===== config.mk =====
export PLATFORM = sky130hd
export DESIGN_NAME = cursor_controller
export DESIGN_NICKNAME = d
export VERILOG_FILES = /design/src/rtl/connect6_pkg.sv /design/src/rtl/cursor_controller_axis_stepper.sv /design/src/rtl/cursor_controller.sv
export SDC_FILE = /design/constraint.sdc
export NUM_CORES = 1
export LEC_CHECK = 0
export ABC_AREA = 1
export CAP_MARGIN = 20
export CORE_AREA = 2 2 77 79
export CTS_CLUSTER_DIAMETER = 120
export DETAILED_ROUTE_END_ITERATION = 10
export DIE_AREA = 0 0 79 81
export PLACE_DENSITY = 0.48
export SLEW_MARGIN = 20
export SYNTH_ARGS = -nofsm -noshare
export SYNTH_HDL_FRONTEND = slang
export SYNTH_SLANG_ARGS = --single-unit

===== constraint.sdc =====
create_clock -name clock -period 3.26 [get_ports clock]
set_input_delay 0.978 -clock clock [delete_from_list [all_inputs] [get_ports clock]]
set_output_delay 0.978 -clock clock [all_outputs]
set_load 0.01 [all_outputs]

===== src/rtl/connect6_pkg.sv =====
// Shared Connect Six definitions: FSM encoding, player colours, board defaults
// and turn-size constants.
package connect6_pkg;

  typedef enum logic {
    IDLE  = 1'b0,
    WRITE = 1'b1
  } state_e;

  localparam logic PLAYER_BLACK = 1'b0;
  localparam logic PLAYER_WHITE = 1'b1;

  localparam int unsigned DEFAULT_BOARD_SIZE = 19;
  localparam int unsigned DEFAULT_COORD_W    = 5;

  localparam logic [1:0] STONES_PER_TURN   = 2'd2;
  localparam logic [1:0] FIRST_TURN_STONES = 2'd1;

endpackage


===== src/rtl/cursor_controller_axis_stepper.sv =====
// One cursor axis: coordinate register reset to the board centre, stepped by
// inc/dec pulses. Saturates at the edges unless CURSOR_WRAP_EN is defined.
module axis_stepper
  import connect6_pkg::*;
#(
  parameter int unsigned BOARD_SIZE = DEFAULT_BOARD_SIZE,
  parameter int unsigned COORD_W    = DEFAULT_COORD_W
) (
  input  logic               clk_i,
  input  logic               rst_ni,
  input  logic               inc_i,
  input  logic               dec_i,
  input  logic               enable_i,
  output logic [COORD_W-1:0] coord_o
);

  localparam logic [COORD_W-1:0] MAX_COORD = COORD_W'(BOARD_SIZE - 1);
  localparam logic [COORD_W-1:0] CENTRE    = COORD_W'(BOARD_SIZE / 2);
  localparam logic [COORD_W-1:0] ONE       = COORD_W'(1);

`ifdef CURSOR_WRAP_EN
  localparam logic [COORD_W-1:0] EDGE_INC = '0;
  localparam logic [COORD_W-1:0] EDGE_DEC = MAX_COORD;
`else
  localparam logic [COORD_W-1:0] EDGE_INC = MAX_COORD;
  localparam logic [COORD_W-1:0] EDGE_DEC = '0;
`endif

  logic [COORD_W-1:0] coord_q, coord_d;

  // Opposing pulses in the same cycle cancel out.
  always_comb begin
    coord_d = coord_q;
    if (enable_i && (inc_i != dec_i)) begin
      if (inc_i) begin
        coord_d = (coord_q == MAX_COORD) ? EDGE_INC : coord_q + ONE;
      end else begin
        coord_d = (coord_q == '0) ? EDGE_DEC : coord_q - ONE;
      end
    end
  end

  always_ff @(posedge clk_i) begin
    if (!rst_ni) begin
      coord_q <= CENTRE;
    end else begin
      coord_q <= coord_d;
    end
  end

  assign coord_o = coord_q;

endmodule


===== src/rtl/cursor_controller.sv =====
// Connect Six cursor and placement controller: key pulses move the cursor,
// placements go to board memory over req/ack, turn order is tracked here.
// Build option: CURSOR_WRAP_EN makes the cursor wrap at board edges.
module cursor_controller
  import connect6_pkg::*;
#(
  parameter int unsigned BOARD_SIZE = DEFAULT_BOARD_SIZE,
  parameter int unsigned COORD_W    = DEFAULT_COORD_W
) (
  input  logic               clock,
  input  logic               resetn,
  input  logic               left_pressed,
  input  logic               right_pressed,
  input  logic               up_pressed,
  input  logic               down_pressed,
  input  logic               place_pressed,
  input  logic               cell_occupied,
  output logic [COORD_W-1:0] cursor_x,
  output logic [COORD_W-1:0] cursor_y,
  output logic               wr_req,
  output logic [COORD_W-1:0] wr_x,
  output logic [COORD_W-1:0] wr_y,
  output logic               wr_player,
  input  logic               wr_ack,
  output logic               current_player,
  output logic [1:0]         stones_left,
  output logic               place_rejected
);

  state_e             state_q;
  logic               wr_req_q;
  logic [COORD_W-1:0] wr_x_q, wr_y_q;
  logic               wr_player_q;
  logic               player_q;
  logic [1:0]         stones_q;
  logic               rejected_q;
  logic               move_en;

  // A placement request in the same cycle swallows any move pulses.
  assign move_en = (state_q == IDLE) && !place_pressed;

  axis_stepper #(
    .BOARD_SIZE (BOARD_SIZE),
    .COORD_W    (COORD_W)
  ) u_x_axis (
    .clk_i    (clock),
    .rst_ni   (resetn),
    .inc_i    (right_pressed),
    .dec_i    (left_pressed),
    .enable_i (move_en),
    .coord_o  (cursor_x)
  );

  axis_stepper #(
    .BOARD_SIZE (BOARD_SIZE),
    .COORD_W    (COORD_W)
  ) u_y_axis (
    .clk_i    (clock),
    .rst_ni   (resetn),
    .inc_i    (down_pressed),
    .dec_i    (up_pressed),
    .enable_i (move_en),
    .coord_o  (cursor_y)
  );

  always_ff @(posedge clock) begin
    if (!resetn) begin
      state_q     <= IDLE;
      wr_req_q    <= 1'b0;
      wr_x_q      <= '0;
      wr_y_q      <= '0;
      wr_player_q <= PLAYER_BLACK;
      player_q    <= PLAYER_BLACK;
      stones_q    <= FIRST_TURN_STONES;
      rejected_q  <= 1'b0;
    end else begin
      rejected_q <= 1'b0;
      unique case (state_q)
        IDLE: begin
          if (place_pressed) begin
            if (cell_occupied) begin
              rejected_q <= 1'b1;
            end else begin
              wr_req_q    <= 1'b1;
              wr_x_q      <= cursor_x;
              wr_y_q      <= cursor_y;
              wr_player_q <= player_q;
              state_q     <= WRITE;
            end
          end
        end
        WRITE: begin
          if (wr_ack) begin
            wr_req_q <= 1'b0;
            state_q  <= IDLE;
            // Last stone of the turn hands over to the other player.
            if (stones_q == FIRST_TURN_STONES) begin
              player_q <= ~player_q;
              stones_q <= STONES_PER_TURN;
            end else begin
              stones_q <= FIRST_TURN_STONES;
            end
          end
        end
        default: state_q <= IDLE;
      endcase
    end
  end

  assign wr_req         = wr_req_q;
  assign wr_x           = wr_x_q;
  assign wr_y           = wr_y_q;
  assign wr_player      = wr_player_q;
  assign current_player = player_q;
  assign stones_left    = stones_q;
  assign place_rejected = rejected_q;

endmodule

======== After elaboration in Yosys (flattened, before gate mapping) ========
Cells that the tools add are included.
storage, ports and cells
  register bits ........................... 27
  input bits .............................. 9
  output and inout port bits .............. 26
  word-level logic and storage cells ...... 54
cells by class
  add/sub/neg operators ................... 4
  equal/unequal tests ..................... 8
  muxes and demuxes ....................... 16
  bitwise gates (word level) .............. 5
  reductions and logical operators ........ 11
operator list
  operator                                                             count
  5-bit 2-to-1 mux                                                     6
  5-bit by 1-bit adder with 5-bit output (second input constant)       2
  5-bit == test (second input constant)                                2
  5-bit logical NOT                                                    2
  5-bit by 1-bit subtractor with 5-bit output (second input constant)  2
  3-bit AND reduction                                                  3
  1-bit 2-to-1 mux                                                     7
  2-bit inequality test (second input constant)                        3
  1-bit inverter                                                       5
  1-bit case mux with 2 select lines                                   2
  1-bit logical AND                                                    3
  3-bit OR reduction                                                   1
  2-bit by 1-bit == test with 1-bit output (second input constant)     1
  2-bit 2-to-1 mux                                                     1
  1-bit inequality test                                                2
  2-bit AND reduction                                                  1
  1-bit logical NOT                                                    1

======== Longest topological paths before layout ========
Gate-level depths: netlist of run 1.
  word-level depth ........................ 3
  mapped depth ............................ 11
  mapped depth without buffers ............ 11

======== Cells and area by module ========
A second synthesis of run 1 with hierarchy kept.
second synthesis, totals
  cell total of the unflattened synthesis .. 262
  area total of the unflattened synthesis .. 1697.9 µm²
modules (own cells, without submodules)
  module             instances  cells an instance  area an instance (µm²)  sequential area each (µm²)
  axis_stepper       2          80                 505.5                   100.1
  cursor_controller  1          102                686.9                   340.3

======== Worst setup path after synthesis of run 1 ========
OpenSTA, ideal clock, no wires.
  path kind ............................... input to register
  from .................................... input port down_pressed
  to ...................................... register u_y_axis.coord_q[1] (netlist: u_y_axis.coord_o[1])
  setup time .............................. 113 ps
  arrival ................................. 1567 ps
  data required time ...................... 3147 ps
  path slack .............................. 1579 ps
  cell stages on the path ................. 9
  path buffers ............................ 1
  cells stage by stage .................... buf_6 -> nand2_2 -> inv_2 -> nor2_4 -> nand2_4 -> clkinv_4 -> nand2_1 -> o21ai_1 -> inv_1
between the ends
  word-level cells in the longest chain between the ends .. 2
  elaborated cells between the ends (all ways) .. 3
  classes of those cells .................. eq/ne: 1; mux: 1; reduce/logical: 1
RTL lines
  what                   RTL line                              text
  start, declared        cursor_controller.sv:15               input logic down_pressed,
  1-bit inequality test  cursor_controller_axis_stepper.sv:34  if (enable_i && (inc_i != dec_i)) begin
  1-bit logical AND      cursor_controller_axis_stepper.sv:34
  end signal, assigned   cursor_controller_axis_stepper.sv:47  coord_q <= coord_d;
  end, declared          cursor_controller_axis_stepper.sv:29  logic [COORD_W-1:0] coord_q, coord_d;
Several ways; a longest one is shown, not always the timed one.
A chain may end at the register's enable or synchronous reset.

======== Worst setup path after layout of run 1 ========
  from .................................... register u_x_axis.coord_q[2] (netlist: u_x_axis.coord_o[2])
  to ...................................... output port cursor_x[2]
RTL lines
  what                    RTL line                              text
  start, declared         cursor_controller_axis_stepper.sv:29
  start signal, assigned  cursor_controller_axis_stepper.sv:47
  end, declared           cursor_controller.sv:18               output logic [COORD_W-1:0] cursor_x,
No word-level cell between the ends.

==> metrics.txt, run 1 <==
Final nets=between 200 and 300; GPL Wtd Cong=a little over 0.8; Crit path largest cell delay=between 600 and 700 ps; CTS Buf Count=3; Final HPWL DP=around 2700 um; Hold Path End=wr_y[4]$_SDFFE_PN0P_; Max Freq=approximately 0.40 GHz; post-synthesis cell type count=23; clock-pin transition on the worst setup and hold timing paths=around 80 ps; leakage power total=just over 0.9 nW; # setup viols final=0; total wire length=around 3600 um; IO Pins=35; setup TNS=0 ps; Worst Min Path Start=wr_y[4]$_SDFFE_PN0P_; min cycle time layout=around 2500 ps; cts repair resizes=0; met3 Use GR=about 1.2%; Syn Inst Count=236; final hold vios=0; largest net degree at the start of global routing=24; Data required, critical path=~2300 ps; critical path class=flop to output port; post-synthesis register bit count=27; dominant combinational cell family by area after synthesis=simple AND/OR/NAND/NOR gates; Via density=around 4.3; maximum vdd drop=~0.17 mV; clock insertion delay at the later pin of the skew report=between 200 and 300 ps; CTS hold repair buffers=0; post-synthesis mux area share=0%; diode count=0; row count=28; Worst-Margin Slew=494.7 ps; share of layout cells above drive strength 1=10.82%; CP arrival=~1500 ps; clk buf depth=2; first-pass GRT wire length=roughly 6000 um; chip height=~80 um; leading cell type in the layout, fill and taps excluded=nand2_1; Synth Area in Simple Gates=a little under a third; via count=roughly 1500; initial antenna violation count=0; Worst Setup End Kind=output port; largest fanout on the critical path=11; 1st-iter DRT viols=89; CTS tree=yes; Post-Synth Adder-Cell Area=roughly 6%; hold path cells=2; growth of design area from synthesis to finish=25.96%; outcome=complete, no violations; relative slew slack=approximately 67%; worst hold path type=flop to flop; DIE AREA=around 6400 um^2; gr usage total=between 10% and 20%; FF-to-FF setup slack=approximately 1800 ps; Mean Syn Cell Area=roughly 7 um^2; CP delay by family, top=flip-flops; routing usage on met1=between 10% and 20%; CTS sink cnt=27; post-CTS setup buffers=0; Synth Area in XOR/XNOR=1.072%; IO Port Bufs=34; post-route ant nets=0; Critical-path top delay cell=dfxtp_1; max-slew violations=0; H-tree levels=1; TritonRoute pass-1 iters=4; Initial Utilization=between 20% and 30%; CP cell instances=clkdlybuf4s50_1; RR Endpoint=u_y_axis.coord_o[2]$_SDFFE_PN0P_; Tcrit/Tclk final=77.11%; Syn Nets=253; most frequent cells in the layout=nand2_1 (54), inv_1 (41), clkdlybuf4s50_1 (34); max cap viols=0; Worst Path Buf+Inv=1; Syn Std Cell Area=1634 um^2; Pwr Total=roughly 0.76 mW; synth warn=0; DIE WIDTH=79 um; grt peak-use layer=met2; sequential area share after synthesis=about a third; worst reg2reg path depth=9; Placed Cells=339; RSZ-0062 raised after global routing=no; DRC Markers=0; drt wl/cell=about 10 um; Root Buffer=clkbuf_8; Synth Area in Compound Gates=between 10% and 20%; grt ovf=0; crit start category=flop; Post-Layout Cell Count=between 300 and 400; RR Startpoint=u_y_axis.coord_o[0]$_SDFFE_PN1P_; core area=between 5000 and 6000 um^2; M2 GR Usage=roughly a fifth; Clock Skews=around 4.2 ps; number of global-route vias before repair=approximately 1300; PwrDens=around 370 nW/um^2
metrics by stage:
stage | worst slack (ps) | area (um^2) | util, % | hold WS, ps
2_1_floorplan | 1579 | 1634 | - | 419.8
3_3_place_gp | 892.8 | 2013 | 35.47 | 434.4
3_5_place_dp | 865.2 | 2013 | 35.47 | 437.3
4_1_cts | 732.3 | 2058 | 36.27 | 451.0
5_1_grt | 665.6 | 2058 | 36.27 | 463.1
6_report | 746.3 | 2058 | 36.27 | 446.7
cell type report:
class	instances	area (um^2)
multi-input combinational	153	837.1
inverter	49	193.9
timing repair buffer	35	347.8
tap	75	93.84
fill	619	3617
sequential	27	540.5
clock buffer	4	45.04
sequential cells by signal (all words and copies together), names as in the netlist:
name / flops
wr_y: 5
state_q: 1
place_rejected: 1
current_player: 1
u_x_axis.coord_o: 5
wr_x: 5
stones_left: 2
u_y_axis.coord_o: 5
wr_req: 1
wr_player: 1
synthesized netlist by cell type (all sizes together):
| master | number | area, um^2 |
|---|---|---|
| clkinv | 2 | 17.52 |
| o22ai | 1 | 6.260 |
| nand3 | 21 | 115.1 |
| ha | 8 | 100.1 |
| nor2 | 14 | 97.59 |
| nand4 | 4 | 25.02 |
| o21ai | 15 | 75.07 |
| buf | 7 | 62.56 |
| a21oi | 22 | 110.1 |
| nand2 | 63 | 269.0 |
| nor4 | 1 | 6.260 |
| xor2 | 2 | 17.52 |
| inv | 47 | 176.4 |
| o211ai | 2 | 15.01 |
| dfxtp | 27 | 540.5 |
logic make-up after synthesis:
group	count (synthesis)
and+or+nand+nor	103
buffers and inverters	56
AOI/OAI and AO/OA	40
DFF	27
adders and majority gates	8
xor gates and xnor gates	2
power breakdown:
| part | total (mW) | leakage, nW | switching [mW] | internal (mW) |
|---|---|---|---|---|
| clock network | 0.184 | 0.0228 | 0.0969 | 0.0874 |
| registers | 0.381 | 0.222 | 0.0280 | 0.353 |
| logic | 0.197 | 0.685 | 0.106 | 0.0907 |
worst max-delay path by stage:
stage                                             to                        startpoint  slack (ps)  depth (start not counted)
detailed placement              wr_y[4]$_SDFFE_PN0P_                     place_pressed         870                          4
finish                                   cursor_x[2]  u_x_axis.coord_o[2]$_SDFFE_PN0P_         750                          1
floorplan           u_y_axis.coord_o[1]$_SDFFE_PN0P_                      down_pressed        1580                          9
global route                             cursor_x[2]  u_x_axis.coord_o[2]$_SDFFE_PN0P_         670                          1
CTS                                      cursor_x[2]  u_x_axis.coord_o[2]$_SDFFE_PN0P_         730                          1
global placement                wr_y[4]$_SDFFE_PN0P_                     place_pressed         890                          4
routing by layer:
| metal | up-vias | part of all wire, % |
|---|---|---|
| met5 | - | 0 |
| met2 | 26 | 43 |
| li1 | 802 | - |
| met4 | 0 | 1.5 |
| met1 | 634 | 53 |
| met3 | 4 | 2.8 |
Note: power is estimated with default switching activity, not from simulation.
==> inputs of run 2 (changes only) <==
==> constraint.sdc (replaced) <==
create_clock -name clock -period 2.5 [get_ports clock]
set_input_delay 0.75 -clock clock [delete_from_list [all_inputs] [get_ports clock]]
set_output_delay 0.75 -clock clock [all_outputs]
set_load 0.01 [all_outputs]
==> metrics.txt, run 2 (synthesized netlist as in run 1, its figures left out) <==
outcome=complete, no violations; Clock Skews=1.787 ps (-2.419 ps); RSZ-0062 raised after global routing=no; crit start category=flop; TritonRoute pass-1 iters=4 (unchanged); IO Port Bufs=34 (unchanged); Root Buffer=clkbuf_8; hold path cells=2 (unchanged); Critical-path top delay cell=clkdlybuf4s50_1; grt ovf=0 (unchanged); worst reg2reg path depth=9 (unchanged); Worst Setup End Kind=output port; filler cell count=636 (+2.7%); Data required, critical path=1750 ps (-530 ps); DIE AREA=6399 um^2 (unchanged); cts repair resizes=0 (unchanged); CP arrival=1400 ps (-140 ps); worst hold path type=flop to flop; clock insertion delay at the later pin of the skew report=270 ps (about the same); max cap viols=0 (unchanged); CTS hold repair buffers=0 (unchanged); Worst Setup SP=u_x_axis.coord_o[3]$_SDFFE_PN1P_; Via density=4.254 (-0.46%); Worst-Margin Slew=412.4 ps (-82.29 ps); post-route ant nets=0 (unchanged); H-tree levels=1 (unchanged); Tcrit/Tclk final=a little under nine tenths; # setup viols final=0 (unchanged); Crit path largest cell delay=600 ps (-40 ps); leakage power total=0.9473 nW (+1.9%); FF-to-FF setup slack=970 ps (-840 ps); CTS tree=yes; leading cell type in the layout, fill and taps excluded=nand2_1; Worst Min Path Start=wr_x[1]$_SDFFE_PN0P_; Worst Path Buf+Inv=1 (unchanged); DRC Markers=0 (unchanged); drt wl/cell=10.64 um (+2.1%); IO Pins=35 (unchanged); Initial Utilization=28.79% (unchanged); chip height=81 um (unchanged); GPL Wtd Cong=0.8260 (+2.2%); min cycle time layout=between 2000 and 2500 ps; via count=1472 (+0.41%); setup TNS=0 ps (unchanged); clock-pin transition on the worst setup and hold timing paths=90 ps (about the same); 1st-iter DRT viols=97 (+9.0%); max-slew violations=0 (unchanged); CP cell instances=clkdlybuf4s50_1; Final nets=289 (+1.0%); final hold slack=447.8 ps (+1.097 ps); most frequent cells in the layout=nand2_1 (54), inv_1 (41), clkdlybuf4s50_1 (34); row count=28 (unchanged); growth of design area from synthesis to finish=27.41%; final hold vios=0 (unchanged); relative slew slack=72.47% (+5.5 points); critical path class=flop to output port; RR Startpoint=u_y_axis.coord_o[0]$_SDFFE_PN1P_; initial antenna violation count=0 (unchanged); Hold Path End=wr_x[1]$_SDFFE_PN0P_; CTS sink cnt=27 (unchanged); core area=5675 um^2 (unchanged); total wire length=3683 um (+3.0%); Final HPWL DP=2809 um (+3.3%); largest net degree at the start of global routing=24 (unchanged); diode count=0 (unchanged); first-pass GRT wire length=6223 um (+1.8%); Max Freq=between 0.4 and 0.5 GHz; RR Endpoint=u_y_axis.coord_o[2]$_SDFFE_PN0P_; largest fanout on the critical path=8 (-3); post-CTS setup buffers=0 (unchanged); CTS Buf Count=3 (unchanged); maximum vdd drop=0.2193 mV (+32%); gr usage total=12.07% (+0.26 points); CP delay by family, top=buffers and inverters; PwrDens=483.9 nW/um^2 (+31%); DIE WIDTH=79 um (unchanged); number of global-route vias before repair=1314 (-1.9%); clk buf depth=2 (unchanged); share of layout cells above drive strength 1=12.18% (+1.4 points); Storage cell area=540.5 um^2 (unchanged); multi-input logic area=837.1 um^2 (unchanged)
## run 2: worst max path at each step
stage / slack [ps] / cells after the start / to
2_1_floorplan: 1050 / 9 / u_y_axis.coord_o[1]$_SDFFE_PN0P_
3_3_place_gp: 360 / 4 / wr_x[0]$_SDFFE_PN0P_
3_5_place_dp: 340 / 4 / wr_x[3]$_SDFFE_PN0P_
4_1_cts: 330 / 1 / cursor_x[3]
5_1_grt: 250 / 1 / cursor_x[3]
6_report: 350 / 1 / cursor_x[3]
## run 2: power by group
| part | switching [mW] | leakage [nW] | internal [mW] |
|---|---|---|---|
| combinational | 0.147 | 0.700 | 0.122 |
| sequential | 0.0298 | 0.222 | 0.461 |
| clock | 0.137 | 0.0255 | 0.112 |
## run 2: metrics by stage
step | util, % | area, um^2 | cells | setup slack (ps) | power (mW)
6_report | 36.68 | 2082 | 346 | 352.3 | 1.007
5_1_grt | 36.68 | 2082 | 346 | 247.9 | 1.079
4_1_cts | 36.68 | 2082 | 346 | 333.3 | 1.023
3_5_place_dp | 35.87 | 2036 | 342 | 339.1 | 0.7713
3_3_place_gp | 35.87 | 2036 | 342 | 360.2 | 0.7734
2_1_floorplan | - | 1634 | 236 | 1047 | 0.6627
## run 2: area by class of cell
type | instances | area share [%]
Multi-Input combinational cell | 153 | 40.20
Sequential cell | 27 | 25.96
Timing Repair Buffer | 38 | 17.79
Tap cell | 75 | 4.507
Inverter | 49 | 9.315
Clock buffer | 3 | 1.983
Clock inverter | 1 | 0.2404
## run 2: routing by layer
layer	part of all wire, %	global-route usage [%]	wire length (um)
met1	50	17.44	1839
met2	46	19.07	1688
met3	3.6	1.444	132
met4	0.60	3.103	22
met5	0	0	0
==> RTL edit, RTL diff (config.mk and constraints of run 1) <==
Set the package constant `DEFAULT_COORD_W` to 7 (it was 5).
--- a/src/rtl/connect6_pkg.sv
+++ b/src/rtl/connect6_pkg.sv
@@ -12,5 +12,5 @@
 
   localparam int unsigned DEFAULT_BOARD_SIZE = 19;
-  localparam int unsigned DEFAULT_COORD_W    = 5;
+  localparam int unsigned DEFAULT_COORD_W    = 7;
 
   localparam logic [1:0] STONES_PER_TURN   = 2'd2;
Interface: changed (resized cursor_x, cursor_y, wr_x and wr_y); port bits go from 35 to 43. The function was not compared with the original's and may differ.
==> RTL edit against run 1 <==
- routed wire length rose by 46%
- largest cell class unchanged
- sequential power up 31%
- worst setup slack lost 12 ps
- synthesized cell count is 28% higher
- clock power up 120%
- total power up 49%
- area after synthesis increased by 20%
- final area is 24% higher
- sequential cell count up 8
==> RTL edit: results (changes against run 1) <==
Layout
  • Nets: 356 (+24%)
  • Layout filler cell count: 636 (+2.7%)
  • Final instance area: 2550 µm² (+24%)
  • Share of cells above drive strength 1: 5.56% (-5.3 points)
  • # diodes: 0 (unchanged)

Worst setup path
  • Crit path launch: right_pressed
  • Reg2reg setup slack: 1520 ps (-290 ps)
  • Arr. time, crit path: 2700 ps (+1160 ps)
  • Worst-case reg-to-reg path depth: 7 (-2)
  • Reg2Reg Capture Point: u_y_axis.coord_o[4]
  • CP endpoint: u_x_axis.coord_o[6]

Synth
  • Ys async rst share: 0% (unchanged)
  • Top cells by count, synth: 51 x nand2_1, 48 x inv_1, 35 x dfxtp_1, 33 x a21oi_1, 33 x o21ai_0
  • Synth cell types: 25 (+8.7%)
  • Mapped Nets: 317 (+25%)
  • Synth area leader: dfxtp_1
  • Cells after Synth: 302 (+28%)
  • Seq/Total Area, Yosys: 35.8% (+2.7 points)
  • Ranking of synthesized cells by area: dfxtp_1 36%, nand2_1 9.8%, inv_1 9.2%

Power and ir drop
  • Peak supply drop: 0.000179 V (+7.6%)
  • Leakage: 1.12 nW (+21%)
  • Sw Pwr: 0.322 mW (+39%)

Detailed routing
  • Drt pass-1 iters: 4 (unchanged)
  • Number of DRC markers in iteration 0: 133 (+49%)
  • Final WL: 5230 µm (+46%)
  • Via Count: 1956 (+33%)
  • Vias/cell: 4.69 (+9.7%)

STA
  • Rel. slew slack: 57.2% (-9.7 points)
  • WHS: 442 ps (-4.38 ps)
  • Clock skew: 7.54 ps (+3.34 ps)
  • Post-route setup slack: 734 ps (-12.3 ps)

Global routing
  • Largest net degree at the start of global routing: 32 (+33%)
  • Number of global-route vias before repair: 1796 (+34%)
  • First-pass GRT wire length: 8730 µm (+43%)
  • Initial antenna violation count: 0 (unchanged)
  • GRT Util Overall: 17.8% (+6.0 points)

Clock tree
  • Htree depth: 2 (+1)
  • Skew-Pair Late Insertion Delay: 280 ps
  • Worst-path clk slew: about 70 ps
  • Number of CTS-inserted buffers: 5 (+2)
  • Clock root buffer: clkbuf_8

Place
  • Post-Place Cell Area: 2440 µm² (+21%)
  • PortBufs: 42 (+24%)
  • Setup Slack @ Placement: 434 ps (-431 ps)
  • Routability cong.: 0.839 (+3.8%)
  • Post-Place Cells: 409 (+21%)
  • DP HPWL: 3780 µm (+39%)

Run status
  • Outcome: finished clean
RTL edit: changes by cell type after synthesis, sizes merged, moves of 7 or more:
cell	before	now
clkbuf	0	7
nand2	63	54
o21ai	15	33
nand3	21	29
nor2	14	34
a21oi	22	33
dfxtp	27	35
RTL edit: power groups by stage:
stage               sequential (mW)  clock [mW]  combinational (mW)
floorplan                     0.508           0               0.129
global placement              0.512           0               0.233
detailed placement            0.511           0               0.233
CTS                           0.501       0.422               0.234
global route                  0.507       0.443               0.261
finish                        0.500       0.406               0.231
RTL edit: logic make-up after synthesis:
family,count (synthesis),share of synthesized area (%)
buffers and inverters,62,12.5
adders and majority gates,6,3.83
and+or+nand+nor,128,29.1
xor gates and xnor gates,3,1.34
AOI/OAI and AO/OA,68,17.5
DFF,35,35.8
RTL edit: critical path, cell delays in order:
cell and delay, ps:
clkdlybuf4s50_1 680, nor2_1 90, nor2_1 520, inv_1 200
a21oi_1 160, a21oi_1 80
RTL edit: layer usage:
layer,vias to the layer above,wire [µm],global-route usage [%]
li1,1046,-,-
met5,-,0,0
met2,39,2430,29.9
met4,0,79,5.69
met3,6,189,4.00
met1,865,2530,22.7
RTL edit: how the worst min path moves through the flow:
stage | startpoint | depth (start not counted) | endpoint
2_1_floorplan | wr_x[3] | 2 | wr_x[3]
3_3_place_gp | wr_x[2] | 2 | wr_x[2]
3_5_place_dp | wr_player | 2 | wr_player
4_1_cts | wr_player | 2 | wr_player
5_1_grt | wr_x[4] | 2 | wr_x[4]
6_report | wr_player | 2 | wr_player
RTL edit: cell type report:
cell class	instances	area share [%]
clock inverters	2	1.37
multi-input cells	205	39.7
flip-flops and latches	35	27.4
clock buffers	6	3.23
inverters	49	7.20
repair buffers	45	17.3
well taps	75	3.67
